File: config.mk
export PLATFORM = sky130hd
export DESIGN_NAME = bundle_issue_scheduler
export DESIGN_NICKNAME = d
export VERILOG_FILES = /design/src/rtl/bundle_issue_scheduler.sv
export SDC_FILE = /design/constraint.sdc
export NUM_CORES = 1
export LEC_CHECK = 0
export BUFFER_PORTS_ARGS = -buffer_cell sky130_fd_sc_hd__clkbuf_2
export CORE_MARGIN = 8
export CORE_UTILIZATION = 45
export DETAILED_ROUTE_END_ITERATION = 10
export PLACE_DENSITY_LB_ADDON = 0.08
export SLEW_MARGIN = 10
export SYNTH_ARGS = -nofsm -noshare
export SYNTH_HDL_FRONTEND = slang
export SYNTH_SLANG_ARGS = --single-unit
File: constraint.sdc
create_clock -name clock_i -period 6.6 [get_ports clock_i]
set_input_delay 1.98 -clock clock_i [delete_from_list [all_inputs] [get_ports clock_i]]
set_output_delay 1.98 -clock clock_i [all_outputs]
set_load 0.02 [all_outputs]
File: src/rtl/bundle_issue_scheduler.sv
// Fetch-to-parser bundle FIFO with single-issue pulse, major-ID assignment and flush/refill hold.
// Optional performance counters are built only when BUNDLE_SCHED_PERF_EN is defined.
module bundle_issue_scheduler #(
    parameter int addressWidth            = 64,
    parameter int instructionWidth        = 32,
    parameter int bundleSize              = 4 * instructionWidth,
    parameter int PidSize                 = 20,
    parameter int TidSize                 = 16,
    parameter int instructionCounterWidth = 64,
    parameter int QueueDepth              = 4,
    parameter int QueuePtrWidth           = 2
) (
    input  logic                               clock_i,
    input  logic                               reset_i,
    input  logic                               flush_i,
    input  logic                               fetchValid_i,
    output logic                               fetchReady_o,
    input  logic [bundleSize-1:0]              bundle_i,
    input  logic [addressWidth-1:0]            bundleAddress_i,
    input  logic [1:0]                         bundleLen_i,
    input  logic [PidSize-1:0]                 bundlePid_i,
    input  logic [TidSize-1:0]                 bundleTid_i,
    input  logic                               decodeStall_i,
    output logic                               parserEnable_o,
    output logic [bundleSize-1:0]              bundle_o,
    output logic [addressWidth-1:0]            bundleAddress_o,
    output logic [1:0]                         bundleLen_o,
    output logic [PidSize-1:0]                 bundlePid_o,
    output logic [TidSize-1:0]                 bundleTid_o,
    output logic [instructionCounterWidth-1:0] bundleStartMajId_o,
    output logic [QueuePtrWidth:0]             occupancy_o,
    output logic [31:0]                        perfStallCycles_o,
    output logic [31:0]                        perfIssuedInstrs_o
);

    // state      | meaning
    // RUN        | normal accept/issue
    // FLUSH_HOLD | one-cycle refill hold after a flush edge; no accept, no issue
    typedef enum logic {
        RUN        = 1'b0,
        FLUSH_HOLD = 1'b1
    } state_t;

    localparam logic [QueuePtrWidth:0] FullCount = (QueuePtrWidth + 1)'(QueueDepth);

    state_t state, state_next;

    logic [bundleSize-1:0]    mem_bundle [QueueDepth];
    logic [addressWidth-1:0]  mem_addr   [QueueDepth];
    logic [1:0]               mem_len    [QueueDepth];
    logic [PidSize-1:0]       mem_pid    [QueueDepth];
    logic [TidSize-1:0]       mem_tid    [QueueDepth];

    logic [QueuePtrWidth-1:0] head, tail;
    logic [QueuePtrWidth:0]   count;
    logic [instructionCounterWidth-1:0] maj_ctr;
    logic [1:0]               head_len;

    logic run, fetch_ready, do_push, do_issue;

    assign head_len     = mem_len[head];
    assign occupancy_o  = count;
    assign fetchReady_o = fetch_ready;

    always_ff @(posedge clock_i or negedge reset_i) begin
        if (!reset_i) begin
            state <= RUN;
        end else begin
            state <= state_next;
        end
    end

    always_comb begin
        state_next  = RUN;
        run         = 1'b0;
        fetch_ready = 1'b0;
        do_push     = 1'b0;
        do_issue    = 1'b0;
        if (flush_i) begin
            state_next = FLUSH_HOLD;
        end
        if (state == RUN) begin
            run = 1'b1;
        end
        fetch_ready = run && (count != FullCount) && !flush_i;
        do_push     = fetch_ready && fetchValid_i;
        // pop decision uses start-of-cycle occupancy, so a same-cycle push cannot bypass
        do_issue    = run && (count != '0) && !decodeStall_i && !flush_i;
    end

    always_ff @(posedge clock_i) begin
        if (do_push) begin
            mem_bundle[tail] <= bundle_i;
            mem_addr[tail]   <= bundleAddress_i;
            mem_len[tail]    <= bundleLen_i;
            mem_pid[tail]    <= bundlePid_i;
            mem_tid[tail]    <= bundleTid_i;
        end
    end

    always_ff @(posedge clock_i or negedge reset_i) begin
        if (!reset_i) begin
            head  <= '0;
            tail  <= '0;
            count <= '0;
        end else if (flush_i) begin
            head  <= '0;
            tail  <= '0;
            count <= '0;
        end else begin
            if (do_push) begin
                tail <= tail + 1'b1;
            end
            if (do_issue) begin
                head <= head + 1'b1;
            end
            if (do_push && !do_issue) begin
                count <= count + 1'b1;
            end else if (!do_push && do_issue) begin
                count <= count - 1'b1;
            end
        end
    end

    always_ff @(posedge clock_i or negedge reset_i) begin
        if (!reset_i) begin
            parserEnable_o     <= 1'b0;
            bundle_o           <= '0;
            bundleAddress_o    <= '0;
            bundleLen_o        <= '0;
            bundlePid_o        <= '0;
            bundleTid_o        <= '0;
            bundleStartMajId_o <= '0;
            maj_ctr            <= '0;
        end else if (do_issue) begin
            parserEnable_o     <= 1'b1;
            bundle_o           <= mem_bundle[head];
            bundleAddress_o    <= mem_addr[head];
            bundleLen_o        <= head_len;
            bundlePid_o        <= mem_pid[head];
            bundleTid_o        <= mem_tid[head];
            bundleStartMajId_o <= maj_ctr;
            // flush never touches the counter, keeping IDs unique across flushes
            maj_ctr            <= maj_ctr + instructionCounterWidth'(head_len)
                                          + instructionCounterWidth'(1);
        end else begin
            parserEnable_o <= 1'b0;
        end
    end

`ifdef BUNDLE_SCHED_PERF_EN
    logic [31:0] stall_cnt, instr_cnt;
    logic [32:0] instr_sum;

    assign instr_sum = {1'b0, instr_cnt} + 33'(head_len) + 33'd1;

    always_ff @(posedge clock_i or negedge reset_i) begin
        if (!reset_i) begin
            stall_cnt <= '0;
            instr_cnt <= '0;
        end else begin
            if (run && (count != '0) && decodeStall_i && (stall_cnt != 32'hFFFF_FFFF)) begin
                stall_cnt <= stall_cnt + 1'b1;
            end
            if (do_issue) begin
                instr_cnt <= instr_sum[32] ? 32'hFFFF_FFFF : instr_sum[31:0];
            end
        end
    end

    assign perfStallCycles_o  = stall_cnt;
    assign perfIssuedInstrs_o = instr_cnt;
`else
    assign perfStallCycles_o  = '0;
    assign perfIssuedInstrs_o = '0;
`endif

endmodule
## Word-level counts from Yosys, hierarchy flattened

Memory sizes are Yosys's and may differ from the RTL's. A register that Yosys moved wholly into a read port is not among the register bits.
Cells that the tools add are included.
W data, S select, Z words.

| word-level totals | value |
|---|---|
| output and inout port bits | 363 |
| memory bits (writable) | 920 |
| memories | 5 |
| register bits | 139 |
| word-level logic and storage cells | 52 |

| operators by class | value |
|---|---|
| equal/unequal tests | 1 |
| reductions and logical operators | 20 |
| add/subtract/negate cells | 6 |
| muxes and demuxes | 12 |

Memory list:

| memory | depth | width | rd ports | clocked after memory_dff | wr ports | RTL line | text |
|---|---|---|---|---|---|---|---|
| mem_bundle | 4 | 128 | 1 | 1 | 1 | 48 | `logic [bundleSize-1:0] mem_bundle [QueueDepth];` |
| mem_addr | 4 | 64 | 1 | 1 | 1 | 49 | `logic [addressWidth-1:0] mem_addr [QueueDepth];` |
| mem_pid | 4 | 20 | 1 | 1 | 1 | 51 | `logic [PidSize-1:0] mem_pid [QueueDepth];` |
| mem_tid | 4 | 16 | 1 | 1 | 1 | 52 | `logic [TidSize-1:0] mem_tid [QueueDepth];` |
| mem_len | 4 | 2 | 1 | 0 | 1 | 50 | `logic [1:0] mem_len [QueueDepth];` |

Operator list:

| cell | count |
|---|---|
| $add A64 B1 Y64 const B | 1 |
| $add A64 B2 Y64 | 1 |
| $mux W3 | 3 |
| $logic_and A1 B1 Y1 | 8 |
| $logic_not A1 Y1 | 8 |
| $mux W2 | 4 |
| $reduce_bool A3 Y1 | 2 |
| $mux W1 | 5 |
| $add A2 B1 Y2 const B | 2 |
| $reduce_bool A2 Y1 | 2 |
| $add A3 B1 Y3 const B | 1 |
| $ne A3 B3 Y1 const B | 1 |
| $sub A3 B1 Y3 const B | 1 |

## Longest topological paths before layout

Gate-level depths: netlist (run 1).

| depth | value |
|---|---|
| word-level depth | 9 |
| mapped depth | 12 |
| mapped depth without buffers | 9 |

## Least setup slack after synthesis (run 1)

No wires, ideal clock.

| path | value |
|---|---|
| path kind | input port to flip-flop |
| from | input port flush_i |
| to | memory mem_addr[0][0], enable pin |
| data arrival time | 7911 ps |
| data required time | 5981 ps |
| buffers on the path | 2 |
| slack | -1930 ps |
| cell stages on the path | 5 |
| cells stage by stage | buf_2 > nor2_1 > and3_1 > clkbuf_1 > and2_1 |

| between the ends | value |
|---|---|
| longest elaborated chain between the ends | 5 |

Ends and longest elaborated chain:

| item | RTL line | text |
|---|---|---|
| start: declaration | 15 | `input logic flush_i,` |
| $logic_not A1 Y1 | 85 | `fetch_ready = run && (count != FullCount) && !flush_i;` |
| $logic_and A1 B1 Y1 | 85 |  |
| $logic_and A1 B1 Y1 | 86 | `do_push = fetch_ready && fetchValid_i;` |
| $mux W1 | 92 | `if (do_push) begin` |
| $mux W1 (not written as such) | 94 | `mem_addr[tail] <= bundleAddress_i;` |
| end: declaration | 49 |  |

Every way passes these cells.

## Final worst setup path (run 1)

| path | value |
|---|---|
| from | input port flush_i |
| to | output port fetchReady_o |

| between the ends | value |
|---|---|
| longest elaborated chain between the ends | 2 |

Ends and longest elaborated chain:

| item | RTL line | text |
|---|---|---|
| $logic_not A1 Y1 | 85 |  |
| $logic_and A1 B1 Y1 | 85 |  |
| end: declaration | 17 | `output logic fetchReady_o,` |

Every way passes these cells.

==> impl_metrics.env, run 1 <==
export IMPL_setup_slack_ps=1930
export IMPL_drt_first_pass_iters=5
export IMPL_end_kind="output pin"
export IMPL_cts_resized=0
export IMPL_first_iter_violations=1525
export IMPL_cap_viol_max_count=0
export IMPL_cts_tree="done"
export IMPL_cts_hold_buf=0
export IMPL_worstSkewPairLatency_ps=730
export IMPL_r2r_end="maj_ctr[60]"
export IMPL_drive_above_1_share_pct=28.6
export IMPL_grt_max_degree=193
export IMPL_dp_hpwl_mm=69.1
export IMPL_vias=25413
export IMPL_antenna_found_initial=29
export IMPL_wl_mm=114
export IMPL_crit_type="in2out"
export IMPL_slew_headroom_pct=21.8
export IMPL_synth_distinct_cells=40
export IMPL_nNetsFinal=3659
export IMPL_die_h_um=342
export IMPL_p_int_uw=15000
export IMPL_cts_sinks=1287
export IMPL_critPathSlowestCell="nor2_1"
export IMPL_ant_nets=0
export IMPL_power_frac_seq_pct=48.3
export IMPL_r2r_slack_ps=2940
export IMPL_cts_root_buf="clkbuf_16"
export IMPL_rr_startpoint="head[1]"
export IMPL_reg2regPathDepth=9
export IMPL_ys_ff_latch=1287
export IMPL_syn_instance_count=2836
export IMPL_drc=0
export IMPL_wl_per_cell_um=23.2
export IMPL_startpoint="flush_i"
export IMPL_cts_buffers=139
export IMPL_grt_pass1_vias=26843
export IMPL_syn_avg_cell_area_um2=16.9
export IMPL_post_cts_setup_buffers=0
export IMPL_period_minus_slack_ps=4670
export IMPL_final_cell_mix="edfxtp_1, nand2_1, clkbuf_2, dfrtp_1, mux4_2"
export IMPL_seq_area_frac_synth_pct=76.8
export IMPL_final_setup_tns_ps=0
export IMPL_grt_ovfl_total=0
export IMPL_avgViaCountPerCell=5.15
export IMPL_cp_required_ps=4620
export IMPL_irDropWorstVdd_mv=0.270
export IMPL_cts_path_max_buffers=3
export IMPL_p_total_uw=20900
export IMPL_place_gp_congestion=0.784
export IMPL_mostFrequentLayoutCell="edfxtp_1"
export IMPL_die_w_um=342
export IMPL_dieArea_mm2=0.117
export IMPL_wl_met1_mm=46.4
export IMPL_coreArea_mm2=0.106
export IMPL_clk_pin_slew_ps=60
export IMPL_dr_wl_met2_mm=56.2
export IMPL_hold_path_depth=1
export IMPL_cp_endpoint="fetchReady_o"
export IMPL_synth_warnings=0
export IMPL_finalMaxSlewViolations=0
export IMPL_setup_viol_count_final=0
export IMPL_crit_path_cell_trace="clkbuf_2 -> nor2_1 -> and2_1 -> clkbuf_2"
export IMPL_ios=598
export IMPL_fmax_ghz=0.214
export IMPL_crit_fanout=11
export IMPL_area_growth_pct=17.9
export IMPL_tightest_slew_ps=1170
export IMPL_port_buffer_count=533
export IMPL_crit_arrival_ps=2690
export IMPL_sw_frac_of_total_pct=28.3
export IMPL_switchingPower_uw=5920
export IMPL_htreeDepth=4
export IMPL_postLayoutCoreUtil_pct=53.5
export IMPL_rows=119
export IMPL_clkPwrFrac_pct=35.3
export IMPL_crit_path_frequent_cell="clkbuf_2"
export IMPL_cp_start_kind="primary input"
export IMPL_power_density_mw_per_mm2=369
export IMPL_max_stage_delay_ps=200
export IMPL_top_layer_used="met5"
export IMPL_finalHoldViolCount=0
export IMPL_fin_crit_sh_pct=70.8
export IMPL_power_frac_comb_pct=16.4
export IMPL_grt_setup_unrepaired="no"
export IMPL_p_leak_uw=0.0222
export IMPL_dp_slack_ps=1920
export IMPL_grt_pass1_wl_mm=172
export IMPL_status="complete, no violations"
export IMPL_met3WireLength_mm=8.85
export IMPL_skew_ps=30.9
export IMPL_hp_class="reg2reg"
export IMPL_start_util_pct=45.4
export IMPL_whs_ps=465
export IMPL_grt_use_total_pct=19.4
export IMPL_syn_area_mm2=0.0480
==> synth_stat cells <==
master / number / area share, %
nand2b_1: 2 / 0.026
nand2_1: 876 / 6.9
or3b_2: 1 / 0.018
o21ai_0: 19 / 0.20
fa_1: 2 / 0.084
or4b_4: 1 / 0.029
nor2_1: 31 / 0.24
mux4_2: 230 / 11
inv_1: 21 / 0.16
and3_1: 2 / 0.026
buf_1: 41 / 0.32
dfrtp_1: 367 / 19
buf_2: 2 / 0.021
buf_4: 65 / 1.0
nor4_1: 10 / 0.13
a21o_1: 1 / 0.016
and2_1: 7 / 0.091
nor3_1: 16 / 0.17
or3_1: 4 / 0.052
ha_1: 6 / 0.16
nor4_2: 4 / 0.10
nor4_4: 2 / 0.089
nor3_2: 3 / 0.063
nand4_1: 21 / 0.27
and4_1: 1 / 0.018
xnor2_1: 28 / 0.51
or4_1: 1 / 0.016
edfxtp_1: 920 / 58
nand3_1: 20 / 0.21
a211oi_1: 1 / 0.016
a21oi_1: 1 / 0.010
nand4_2: 2 / 0.052
nor3b_1: 1 / 0.016
o31ai_1: 1 / 0.016
conb_1: 1 / 0.0078
xor2_1: 39 / 0.71
mux2i_1: 1 / 0.021
nor2b_1: 1 / 0.013
clkbuf_1: 83 / 0.65
nand3b_1: 1 / 0.016
==> through the flow <==
step	area, um^2	std cells
after floorplan	48200	2899
after global placement	52100	4666
after detailed placement	52100	4666
after CTS	56500	4920
after global routing	56500	4926
final	56500	4934
==> worst min-delay path by stage <==
| stage | start | end | slack, ps |
|---|---|---|---|
| 2_1_floorplan | maj_ctr[7] | maj_ctr[7] | 440 |
| 3_3_place_gp | maj_ctr[55] | maj_ctr[55] | 460 |
| 3_5_place_dp | maj_ctr[7] | maj_ctr[7] | 460 |
| 4_1_cts | maj_ctr[7] | maj_ctr[7] | 470 |
| 5_1_grt | maj_ctr[63] | maj_ctr[63] | 490 |
| 6_report | maj_ctr[55] | maj_ctr[55] | 470 |
==> registers in the layout, indices dropped and copies added (netlist names) <==
| register | count |
|---|---|
| bundlePid_o | 20 |
| parserEnable_o | 1 |
| mem_addr | 256 |
| mem_len | 8 |
| maj_ctr | 64 |
| bundleLen_o | 2 |
| bundleTid_o | 16 |
| mem_pid | 80 |
| mem_bundle | 512 |
| occupancy_o | 3 |
| tail | 2 |
| bundle_o | 128 |
| state | 1 |
| bundleStartMajId_o | 64 |
| mem_tid | 64 |
| head | 2 |
| bundleAddress_o | 64 |
==> kinds of logic (layout without fill, tap and decap cells) <==
family                   Yosys count  after routing  share of synthesized area [%]
buffers and inverters            212            842                           2.17
adder cells (fa/ha/maj)            8              8                          0.240
XOR/XNOR                          67             67                           1.22
other                              1             78                        0.00782
AND/OR/NAND/NOR                 1007           1007                           8.51
multiplexers                     231            231                           10.8
AO/OA/AOI/OAI                     23             23                          0.256
flip-flops                      1287           1287                           76.8
==> metal layers <==
| layer | GRT usage, % | vias up |
|---|---|---|
| met5 | 0 | - |
| met4 | 5.70 | 26 |
| met3 | 6.20 | 196 |
| met2 | 32.2 | 683 |
| met1 | 24.5 | 13090 |
| li1 | - | 11418 |
==> critical path: cells and delay by family <==
kind	cells	cell delay, ps
buffers and inverters	2	350
AND/OR/NAND/NOR	2	360
==> power groups by stage <==
| stage | clock (uW) | combinational [uW] | sequential [uW] |
|---|---|---|---|
| after CTS | 7570 | 3520 | 10100 |
| after global placement | 0 | 3470 | 10200 |
| after detailed placement | 0 | 3500 | 10200 |
| after floorplan | 0 | 1120 | 11000 |
| after global routing | 7870 | 3740 | 10200 |
| final | 7370 | 3420 | 10100 |
==> layout make-up <==
| class | instances | area, um^2 |
|---|---|---|
| fill | 8658 | 49000 |
| antenna | 14 | 35.0 |
| sequential | 1287 | 36800 |
| clock buffer | 211 | 4040 |
| multi-input combinational | 1400 | 10300 |
| clock inverter | 43 | 320 |
| inverter | 21 | 86.3 |
| timing repair buffer | 567 | 3130 |
| tap | 1391 | 1740 |
Note: power is estimated with default switching activity, not from simulation.
==> inputs of run 2 (changes only) <==
==> constraint.sdc (replaced) <==
create_clock -name clock_i -period 4.41 [get_ports clock_i]
set_input_delay 1.323 -clock clock_i [delete_from_list [all_inputs] [get_ports clock_i]]
set_output_delay 1.323 -clock clock_i [all_outputs]
set_load 0.02 [all_outputs]
==> impl_metrics.env, run 2 (synthesized netlist as in run 1, its figures left out) <==
export IMPL_status="complete, no violations"
export IMPL_dp_hpwl_mm=71.6
export IMPL_cap_viol_max_count=0
export IMPL_setup_viol_count_final=0
export IMPL_coreArea_mm2=0.106
export IMPL_power_frac_seq_pct=47.0
export IMPL_slew_headroom_pct=17.5
export IMPL_antenna_found_initial=32
export IMPL_port_buffer_count=533
export IMPL_final_area_mm2=0.0574
export IMPL_largest_reg_flops=512
export IMPL_irDropWorstVdd_mv=0.335
export IMPL_register_area_mm2=0.0368
export IMPL_drt_first_pass_iters=5
export IMPL_cts_buffers=138
export IMPL_grt_max_degree=188
export IMPL_place_gp_congestion=0.774
export IMPL_p_int_uw=23200
export IMPL_final_cell_mix="edfxtp_1, nand2_1, clkbuf_2, dfrtp_1, mux4_2"
export IMPL_grt_ovfl_total=0
export IMPL_power_frac_comb_pct=16.0
export IMPL_top_register="mem_bundle"
export IMPL_area_growth_pct=19.6
export IMPL_placed_area_mm2=0.0525
export IMPL_clkPwrFrac_pct=37.0
export IMPL_post_cts_setup_buffers=0
export IMPL_end_kind="output pin"
export IMPL_period_minus_slack_ps=3380
export IMPL_crit_path_cell_trace="clkbuf_2 -> nor2_1 -> and2_1 -> clkbuf_2"
export IMPL_cts_path_max_buffers=3
export IMPL_sw_frac_of_total_pct=27.8
export IMPL_cts_tree="done"
export IMPL_reg2regPathDepth=9
export IMPL_first_iter_violations=1601
export IMPL_cp_start_kind="primary input"
export IMPL_dieArea_mm2=0.117
export IMPL_finalHoldViolCount=0
export IMPL_dp_slack_ps=519
export IMPL_tightest_slew_ps=1240
export IMPL_rows=119
export IMPL_cts_root_buf="clkbuf_16"
export IMPL_skew_ps=22.7
export IMPL_worstSkewPairLatency_ps=730
export IMPL_fin_crit_sh_pct=76.6
export IMPL_nFillCells=8578
export IMPL_wl_per_cell_um=23.1
export IMPL_multiInputGateArea_mm2=0.0103
export IMPL_max_stage_delay_ps=190
export IMPL_cp_required_ps=3090
export IMPL_switchingPower_uw=8940
export IMPL_setup_slack_ps=1030
export IMPL_mostFrequentLayoutCell="edfxtp_1"
export IMPL_grt_setup_unrepaired="no"
export IMPL_ant_nets=0
export IMPL_hp_class="reg2reg"
export IMPL_drc=0
export IMPL_fmax_ghz=0.296
export IMPL_finalMaxSlewViolations=0
export IMPL_crit_arrival_ps=2050
export IMPL_p_leak_uw=0.0226
export IMPL_dp_cells=4696
export IMPL_crit_path_frequent_cell="clkbuf_2"
export IMPL_drive_above_1_share_pct=29.8
export IMPL_nNetsFinal=3688
export IMPL_wl_mm=115
export IMPL_clk_pin_slew_ps=60
export IMPL_crit_fanout=11
export IMPL_crit_type="in2out"
export IMPL_ios=598
export IMPL_vias=25525
export IMPL_cts_sinks=1287
export IMPL_grt_pass1_vias=27092
export IMPL_largestRegisters="mem_bundle: 512 flops, mem_addr: 256 flops, bundle_o: 128 flops"
export IMPL_die_h_um=342
export IMPL_avgViaCountPerCell=5.14
export IMPL_cts_hold_buf=0
export IMPL_grt_pass1_wl_mm=173
export IMPL_critPathSlowestCell="clkbuf_2"
export IMPL_power_density_mw_per_mm2=560
export IMPL_grt_use_total_pct=19.5
export IMPL_die_w_um=342
export IMPL_instances_no_fill=4970
export IMPL_htreeDepth=4
export IMPL_start_util_pct=45.4
export IMPL_cts_resized=0
export IMPL_hold_path_depth=1
==> run 2: cell count changes in the layout (fill, tap and decap cells not counted), sizes merged <==
cell and change:
bufinv +10, buf +30, clkinv +2, inv -3
clkinvlp +3, diode +6, clkbuf -12
==> run 2: routing by layer <==
metal / up-vias / GRT usage (%) / wire length [um]
met3: 162 / 6.89 / 9290
met5: - / 0 / 161
met4: 24 / 6.22 / 2590
met2: 663 / 31.9 / 56600
met1: 13186 / 24.5 / 46300
li1: 11490 / - / -
==> run 2: critical path: cells and delay by family <==
kind | cells | cell delay, ps
buffers and inverters | 2 | 370
AND/OR/NAND/NOR | 2 | 360
==> run 2: layout make-up <==
class | instances | share of cell area, %
antenna | 20 | 0.0873
clock buffer | 199 | 7.16
clock inverter | 55 | 1.14
inverter | 21 | 0.151
multi-input combinational | 1400 | 18.0
sequential | 1287 | 64.2
tap | 1391 | 3.03
timing repair buffer | 597 | 6.20
==> run 2: metrics by stage <==
step | total power, uW | TNS [ps] | hold WS (ps) | util, %
after floorplan | 18100 | -809730 | 438 | -
final | 32100 | 0 | 467 | 54.3
after CTS | 32600 | 0 | 467 | 54.3
after detailed placement | 20600 | 0 | 460 | 49.8
after global placement | 20500 | 0 | 456 | 49.8
after global routing | 33500 | 0 | 487 | 54.3
==> run 2: power by group through the flow <==
stage	sequential (uW)	combinational [uW]	clock [uW]
floorplan	16500	1680	0
global placement	15300	5240	0
detailed placement	15300	5280	0
CTS	15100	5290	12200
global route	15200	5660	12600
finish	15100	5140	11900
==> run 2: final timing paths <==
kind,from,to,slack (ps)
min in group asynchronous,reset_i,bundle_o[27],600
worst min-delay path,maj_ctr[7],maj_ctr[7],470
worst max register to register,head[0],maj_ctr[60],1180
max in group asynchronous,reset_i,bundleAddress_o[8],2840
worst min register to register,maj_ctr[7],maj_ctr[7],470
worst max-delay path,flush_i,fetchReady_o,1030
